--- src/rtl/ace_ccu_snoop_collector.sv ---
// Snoop response collector for one coherent transaction.
// Gathers CR responses from the snooped ports of a group, merges them into a
// single CRRESP, then forwards the cacheline from the lowest-indexed port that
// signalled DataTransfer while draining any redundant CD bursts from the rest.
module ace_ccu_snoop_collector #(
    parameter int NoPorts   = 4,
    parameter int DataWidth = 64,
    parameter int LineBeats = 2,
    parameter int PortIdxW  = (NoPorts > 1) ? $clog2(NoPorts) : 1
) (
    input  logic                           clk_i,
    input  logic                           rst_ni,
    input  logic                           start_valid_i,
    output logic                           start_ready_o,
    input  logic [NoPorts-1:0]             start_mask_i,
    input  logic [NoPorts-1:0]             cr_valid_i,
    output logic [NoPorts-1:0]             cr_ready_o,
    input  logic [5*NoPorts-1:0]           cr_resp_i,
    input  logic [NoPorts-1:0]             cd_valid_i,
    output logic [NoPorts-1:0]             cd_ready_o,
    input  logic [DataWidth*NoPorts-1:0]   cd_data_i,
    input  logic [NoPorts-1:0]             cd_last_i,
    output logic                           resp_valid_o,
    input  logic                           resp_ready_i,
    output logic [4:0]                     resp_o,
    output logic [PortIdxW-1:0]            resp_port_o,
    output logic                           data_valid_o,
    input  logic                           data_ready_i,
    output logic [DataWidth-1:0]           data_o,
    output logic                           data_last_o,
    output logic                           beat_err_o
);

    // Beat counter saturates at LineBeats so overlong bursts stay flagged.
    localparam int CntW = $clog2(LineBeats + 1);

    typedef enum logic [1:0] {
        IDLE    = 2'd0,
        COLLECT = 2'd1,
        RESP    = 2'd2,
        DATA    = 2'd3
    } state_e;

    state_e                state_q, state_d;
    logic [NoPorts-1:0]    pend_q, pend_d;
    logic [NoPorts-1:0]    dt_q, dt_d;
    logic [4:0]            agg_q, agg_d;
    logic [PortIdxW-1:0]   sel_q, sel_d;
    logic                  resp_valid_q, resp_valid_d;
    logic                  beat_err_q, beat_err_d;
    logic [CntW-1:0]       cnt_q [NoPorts];
    logic [CntW-1:0]       cnt_d [NoPorts];

    logic                  in_data;
    logic                  sel_valid;
    logic                  sel_last;
    logic                  sel_pend;
    logic [DataWidth-1:0]  sel_data;
    logic [NoPorts-1:0]    cd_hs;

    // Lowest port index with its bit set; zero when the vector is empty.
    function automatic logic [PortIdxW-1:0] lowest_set(input logic [NoPorts-1:0] v);
        logic [PortIdxW-1:0] idx;
        idx = '0;
        for (int i = NoPorts - 1; i >= 0; i--) begin
            if (v[i]) idx = PortIdxW'(i);
        end
        return idx;
    endfunction

    assign in_data       = (state_q == DATA);
    assign start_ready_o = (state_q == IDLE);
    assign cr_ready_o    = (state_q == COLLECT) ? pend_q : '0;
    assign resp_valid_o  = resp_valid_q;
    assign resp_o        = agg_q;
    assign resp_port_o   = sel_q;
    assign beat_err_o    = beat_err_q;
    assign cd_hs         = cd_valid_i & cd_ready_o;

    // Combinational CD pass-through: forward the selected port, drain the others.
    always_comb begin
        sel_valid  = 1'b0;
        sel_last   = 1'b0;
        sel_pend   = 1'b0;
        sel_data   = '0;
        cd_ready_o = '0;
        for (int i = 0; i < NoPorts; i++) begin
            if (PortIdxW'(i) == sel_q) begin
                sel_valid = cd_valid_i[i];
                sel_last  = cd_last_i[i];
                sel_pend  = dt_q[i];
                sel_data  = cd_data_i[i*DataWidth +: DataWidth];
            end
            if (in_data && dt_q[i]) begin
                cd_ready_o[i] = (PortIdxW'(i) == sel_q) ? data_ready_i : 1'b1;
            end
        end
        data_valid_o = in_data && sel_pend && sel_valid;
        data_o       = (in_data && sel_pend) ? sel_data : '0;
        data_last_o  = in_data && sel_pend && sel_last;
    end

    // Next-state logic for the round FSM, response merge and length check.
    always_comb begin
        state_d      = state_q;
        pend_d       = pend_q;
        dt_d         = dt_q;
        agg_d        = agg_q;
        sel_d        = sel_q;
        resp_valid_d = resp_valid_q;
        beat_err_d   = 1'b0;
        for (int i = 0; i < NoPorts; i++) cnt_d[i] = cnt_q[i];

        case (state_q)
            IDLE: begin
                if (start_valid_i) begin
                    pend_d = start_mask_i;
                    agg_d  = '0;
                    dt_d   = '0;
                    if (start_mask_i == '0) begin
                        state_d      = RESP;
                        resp_valid_d = 1'b1;
                        sel_d        = '0;
                    end else begin
                        state_d = COLLECT;
                    end
                end
            end
            COLLECT: begin
                for (int i = 0; i < NoPorts; i++) begin
                    if (cr_valid_i[i] && pend_q[i]) begin
                        pend_d[i] = 1'b0;
                        agg_d     = agg_d | cr_resp_i[5*i +: 5];
                        dt_d[i]   = cr_resp_i[5*i];
                    end
                end
                if (pend_d == '0) begin
                    state_d      = RESP;
                    resp_valid_d = 1'b1;
                    sel_d        = lowest_set(dt_d);
                end
            end
            RESP: begin
                if (resp_ready_i) begin
                    resp_valid_d = 1'b0;
                    for (int i = 0; i < NoPorts; i++) cnt_d[i] = '0;
                    state_d = (dt_q != '0) ? DATA : IDLE;
                end
            end
            DATA: begin
                for (int i = 0; i < NoPorts; i++) begin
                    if (cd_hs[i]) begin
                        if (cd_last_i[i]) begin
                            dt_d[i] = 1'b0;
                            if (cnt_q[i] != CntW'(LineBeats - 1)) beat_err_d = 1'b1;
                        end else begin
                            if (cnt_q[i] >= CntW'(LineBeats)) beat_err_d = 1'b1;
                            if (cnt_q[i] != CntW'(LineBeats)) cnt_d[i] = cnt_q[i] + CntW'(1);
                        end
                    end
                end
                if (dt_d == '0) state_d = IDLE;
            end
            default: state_d = IDLE;
        endcase
    end

    // State and response registers; reset aborts any round in flight.
    always_ff @(posedge clk_i or negedge rst_ni) begin
        if (!rst_ni) begin
            state_q      <= IDLE;
            pend_q       <= '0;
            dt_q         <= '0;
            agg_q        <= '0;
            sel_q        <= '0;
            resp_valid_q <= 1'b0;
            beat_err_q   <= 1'b0;
            for (int i = 0; i < NoPorts; i++) cnt_q[i] <= '0;
        end else begin
            state_q      <= state_d;
            pend_q       <= pend_d;
            dt_q         <= dt_d;
            agg_q        <= agg_d;
            sel_q        <= sel_d;
            resp_valid_q <= resp_valid_d;
            beat_err_q   <= beat_err_d;
            for (int i = 0; i < NoPorts; i++) cnt_q[i] <= cnt_d[i];
        end
    end

endmodule

--- config.mk ---
export PLATFORM = sky130hd
export DESIGN_NAME = ace_ccu_snoop_collector
export DESIGN_NICKNAME = d
export VERILOG_FILES = /design/src/rtl/ace_ccu_snoop_collector.sv
export SDC_FILE = /design/constraint.sdc
export NUM_CORES = 1
export LEC_CHECK = 0
export BUFFER_PORTS_ARGS = -buffer_cell sky130_fd_sc_hd__buf_2
export CORE_AREA = 4 4 145 147
export DETAILED_ROUTE_END_ITERATION = 8
export DIE_AREA = 0 0 149 151
export GPL_ROUTABILITY_DRIVEN = 0
export PLACE_DENSITY_LB_ADDON = 0.05
export SETUP_SLACK_MARGIN = 0.1
export SYNTH_ARGS = -nofsm -noshare
export SYNTH_HDL_FRONTEND = slang
export SYNTH_SLANG_ARGS = --single-unit
--- constraint.sdc ---
create_clock -name clk_i -period 2.4 [get_ports clk_i]
set_clock_uncertainty 0.05 [all_clocks]
set_input_delay 0.12 -clock clk_i [delete_from_list [all_inputs] [get_ports clk_i]]
set_output_delay 0.12 -clock clk_i [all_outputs]
set_load 0.005 [all_outputs]
# ---- Word level (Yosys, flattened, before mapping)
# Index checks and enable logic that the tools add are counted.
dict set report totals {
  register_bits 27
  in_bits 297
  output_inout_bits 84
  wordCells 203
}
dict set report classes {
  addsub 4
  order_cmp 4
  eq_ne 31
  muxes 118
  bitwise_logic 5
  n_reduce_logical 30
}
# op n
set ops {}
lappend ops {{64-bit two-way mux} 5}
lappend ops {{1-bit two-way mux} 69}
lappend ops {{2-bit two-way mux} 25}
lappend ops {{5-bit two-way mux} 8}
lappend ops {{2-bit by 1-bit != test with 1-bit output, second input constant} 15}
lappend ops {{5-bit AND reduction} 5}
lappend ops {{2-bit != test, second input constant} 10}
lappend ops {{5-bit bitwise OR} 4}
lappend ops {{8-bit one-hot mux with 2 select lines} 1}
lappend ops {{4-bit logical NOT} 3}
lappend ops {{4-bit two-way mux} 3}
lappend ops {{4-bit one-hot mux with 3 select lines} 1}
lappend ops {{1-bit logical AND} 11}
lappend ops {{5-bit one-hot mux with 2 select lines} 1}
lappend ops {{2-bit by 1-bit adder with 2-bit output, second input constant} 4}
lappend ops {{2-bit >= comparator, second input constant} 4}
lappend ops {{8-bit two-way mux} 1}
lappend ops {{2-bit one-hot mux with 4 select lines} 1}
lappend ops {{4-bit one-hot mux with 2 select lines} 1}
lappend ops {{4-bit AND reduction} 2}
lappend ops {{3-bit nonzero test} 2}
lappend ops {{4-bit AND} 1}
lappend ops {{2-bit == test, first input constant} 2}
lappend ops {{2-bit == test, second input constant} 2}
lappend ops {{8 further kinds} 11}

# ---- Logic depth before layout (Yosys ltp)
dict set report logic_depth {
  depth_word 15
  ltp_mapped 6
  depth_no_buf 6
}

# ---- Least setup slack after synthesis
# OpenSTA, ideal clock, no wires.
dict set report synth_path {
  path_kind {flip-flop to output port}
  from {register sel_q[0] (netlist: resp_port_o[0])}
  to {output data_o[44]}
  arrival_time_ns 1.541
  t_required_ns 2.230
  path_slack_ns 0.689
  path_stages_with_launch 6
  path_buffers 3
  cell_sequence {dfrtp_1 -> buf_6 -> buf_6 -> buf_4 -> mux4_2 -> and3_1}
}
dict set report synth_between {
  elab_chain_cells 7
}
# element line
set synth_rtl {}
lappend synth_rtl {{from (decl)} 48} ;# logic [PortIdxW-1:0] sel_q, sel_d;
lappend synth_rtl {{from (signal assigned)} 184} ;# sel_q <= sel_d;
lappend synth_rtl {{2-bit logical NOT} 88} ;# if (PortIdxW'(i) == sel_q) begin
lappend synth_rtl {{1-bit two-way mux (4 in series)} 88}
lappend synth_rtl {{1-bit logical AND} 99} ;# data_o = (in_data && sel_pend) ? sel_data : '0;
lappend synth_rtl {{64-bit two-way mux *} 99}
lappend synth_rtl {{to (decl)} 29} ;# output logic [DataWidth-1:0] data_o,
# Mark *: on every way between the ends. The rest lies on a longest branch, timed or not.

# ---- Worst setup path after layout
dict set report layout_path {
  from {register sel_q[0] (netlist: resp_port_o[0])}
  to {output data_o[39]}
}
# Same word-level chain as after synthesis.

==> results <==
- The setup path with the least slack is of type reg -> out.
- Of all nets on the critical path, the largest fanout is 14.
- Leaving out fill and tap cells, the most frequent cells in the layout are sky130_fd_sc_hd__buf_2, sky130_fd_sc_hd__and3_1, sky130_fd_sc_hd__mux4_2.
- The number of storage elements in the synthesis netlist is 27.
- The warning count from the yosys run is 0.
- Measured on the finished design, the core utilization comes to 32.2%.
- Counting every instance in the synthesized netlist gives 410.
- The worst path arrival time is 1.99 ns.
- The number of nets in the synthesized netlist is 715.
- For this run, the slowest stage of the critical path takes 0.54 ns.
- The global-route total usage across every layer is 18.7%.
- CTS saw 27 sinks.
- Across all layers, the routed design uses 5,065 vias.
- The synthesized design contains 0 enable-type register cells.
- The floorplan step set the die width to 149 um.
- After synthesis, the netlist uses 46 different library cells.
- Leaving out fill and tap cells, the most frequent cell in the layout is sky130_fd_sc_hd__buf_2.
- The number of gates resized after CTS is 0.
- The clock passes through at most 2 buffers.
- The final-layout setup total negative slack is 0 ns.
- The I/O pin count is 381.
- The area of the mapped netlist is 0.00409 mm2.
- The timing startpoint of the critical path is resp_port_o[0]$_DFFE_PN0P_.
- The floorplan step defined a die boundary enclosing 0.0225 mm2.
- Dividing total power by cell area gives a power density of 707 mW/mm2.
- The max capacitance violation total is 0.
- Port buffering added 380 buffers.
- Across all setup checks in the final design, the least slack found is 0.237 ns.
- The initial antenna violation count is 8.
- Entering global routing, the biggest net connects 42 pins.
- The total wirelength of the detailed-routed design is 23,200 um.
- The startpoint identified for the worst register-to-register timing path is resp_port_o[1]$_DFFE_PN0P_.
- The initialized floorplan defines 52 standard-cell rows.
- STA classifies the critical path startpoint as a flop.
- The maximum clock frequency is 462 MHz.
- The slowest stage of the critical path is the sky130_fd_sc_hd__dfrtp_4 cell.
- Compared with the post-synthesis result, the final layout area differs by 56.7%.
- The total overflow left after global routing is 0.
- The tightest slew margin relative to the limit is 54.4%.
- The count of final max-slew check failures was 0.
- The top-area cell type share of the netlist area is 36.9%.
- The worst setup slack before clock tree synthesis is 0.399 ns.
- The number of nets in the layout is 1,080.
- The min-delay analysis places its worst path in the category in -> reg.
- In the final layout, the share of cells above drive strength 1 is 62.5%.
- The async set-or-reset flop fraction in the synthesized netlist is 100%.
- Dividing the detail-routed wire length by the instance count gives 22.2 um.
- The actual transition at the worst max-transition pin is 0.684 ns.
- The routing layer with the top usage in global route is met2.
- The maximum vdd ir drop is 0.000373 V.
- The number of global-route vias before repair came to 5,208.
- The effective utilization at floorplan is 20.5%.
- The share of the clock period used by the worst path is 90.1%.
- Measured along the y axis, the die boundary spans 151 um.
- Counting both buffers and inverters, the worst setup path holds a total of 2.
- In this run the number of H-tree levels came out at 1.
- The routing usage on met3 is 3.98%.
- The clock transition at the registers of the reported paths is 0.08 ns.
- The cell taking the most area after synthesis is sky130_fd_sc_hd__mux4_2.
- The routed design could run at a clock period as short as 2.16 ns.
- The run finished with clean final reports.
- The final-report hold violation count is 0.
- The sequential share of the synthesized area is 16.5%.
- The kind of capture point of the worst setup path is an output port.
- The root cell of the clock tree is sky130_fd_sc_hd__clkbuf_16.
- TritonCTS built the clock tree.
- After layout, the design draws a total of 4.53 mW.
- The family of cells with the greatest summed delay on the critical path is flip-flops.
- Counting the buffers created by CTS gives 3.
- Setup violations remaining at the end of the flow were counted as 0.
- The met2 demand-to-capacity share in global routing is 32.7%.
- The leakage power total is 3.40 nW.
- The standard cell core area is 0.0199 mm2.
- Each instance of the synthesized netlist takes up on average 9.98 um2.
- The DRC violations left is 0.
- The wire length of the first global-routing pass is 32,300 um.
- The worst hold path begins at start_mask_i[3].
- The latest clock arrival within the worst-skew pair is 0.28 ns.
- Setup repair after global routing left no endpoint under its margin.
- Global routing used 23.8% of the available met1 tracks.
- Sorting the synthesized cells by area gives the leading types as sky130_fd_sc_hd__mux4_2, sky130_fd_sc_hd__dfrtp_1, sky130_fd_sc_hd__and3_1.
- The detailed router finished its first iteration with 204 violations.
- Walking the worst path, the cells encountered are buf_4 > mux4_2 > and3_1 > buf_2.
- Detailed placement finished with a half-perimeter wire length of 19,300 um.
- Using the TritonRoute via totals, the vias-per-cell ratio works out to 4.83.
- The count of nets left with antenna violations once routing finished came out at 0.
- The most used flip-flop cell after synthesis is sky130_fd_sc_hd__dfrtp_1.
- Data on the critical path is required at its endpoint by 2.23 ns.
- For this run, the detailed router's first-pass iteration total came to 5.
cell usage after synthesis, drive strengths merged (4+ instances only):
cell type and count:
a21oi 15, a41oi 9, and2 10, and3 77, buf 21, clkbuf 24
dfrtp 27, ha 8, inv 14, mux2i 5, mux4 67, nand2 18
nand3 21, nand4 7, nor2 13, nor2b 9, nor3 4, o21ai 17
o22ai 5
worst min-delay path: cells and delay by family:
family | cells | cell delay (ns)
AOI/OAI and AO/OA | 2 | 0.18
buffers and inverters | 1 | 0.09
cells by family (layout without fill, tap and decap cells):
family / after synthesis / in the layout / share of synthesized area [%]
other: 0 / 4 / 0
buffers and inverters: 59 / 423 / 6.64
DFF: 27 / 27 / 16.5
xor gates and xnor gates: 2 / 2 / 0.428
AOI/OAI and AO/OA: 67 / 67 / 11.0
adders and majority gates: 8 / 8 / 2.45
muxes: 74 / 74 / 38.7
and+or+nand+nor: 173 / 173 / 24.3
stage by stage:
stage / instance area [um2] / hold WS [ns] / cells
6_report: 6410 / 0.104 / 1048
5_1_grt: 6410 / 0.117 / 1047
4_1_cts: 6350 / 0.106 / 1038
3_5_place_dp: 6260 / 0.158 / 1033
3_3_place_gp: 6260 / 0.159 / 1033
2_1_floorplan: 4090 / -0.226 / 410
where the power goes:
part	internal [mW]	total (mW)	switching (mW)
Sequential	0.631	0.841	0.210
Clock	0.226	0.410	0.184
Combinational	1.68	3.28	1.60
Total	2.54	4.53	1.99
registers in the layout, indices dropped and copies added (netlist names):
name	cells
resp_port_o	2
resp_valid_o	1
state_q	2
beat_err_o	1
dt_q	4
pend_q	4
cnt_q	8
resp_o	5
path summary, 6_finish.rpt:
kind	end	slack, ns	depth (start not counted)
setup / recovery	data_o[39]	0.24	4
hold / removal	pend_q[3]$_DFFE_PN0P_	0.10	3
setup reg to reg	beat_err_o$_DFF_PN0_	0.40	5
hold reg to reg	resp_o[3]$_DFFE_PN0P_	0.45	2
max in group asynchronous	resp_port_o[0]$_DFFE_PN0P_	1.42	2
min in group asynchronous	resp_valid_o$_DFFE_PN0P_	0.37	2
layout make-up:
class | count | area (um2)
clock buffers | 3 | 75.1
flip-flops and latches | 27 | 681
clock inverters | 1 | 5.00
repair buffers | 405 | 2100
multi-input cells | 324 | 3140
diodes | 4 | 10.0
well taps | 270 | 338
fillers | 2184 | 13500
inverters | 14 | 52.6
repair_timing:
item | 4_1_cts | 5_1_grt
setup endpoints to repair | 0 | 58
endpoints found under the hold margin | 27 | 0
hold buffers | 1 | 0
buffers inserted | 0 | 6
layer usage:
layer,wire length [um],share of wire [%]
met2,11900,51
met1,9260,40
met4,307,1.3
met5,68,0.29
met3,1750,7.5
(Power assumes the default switching activity.)
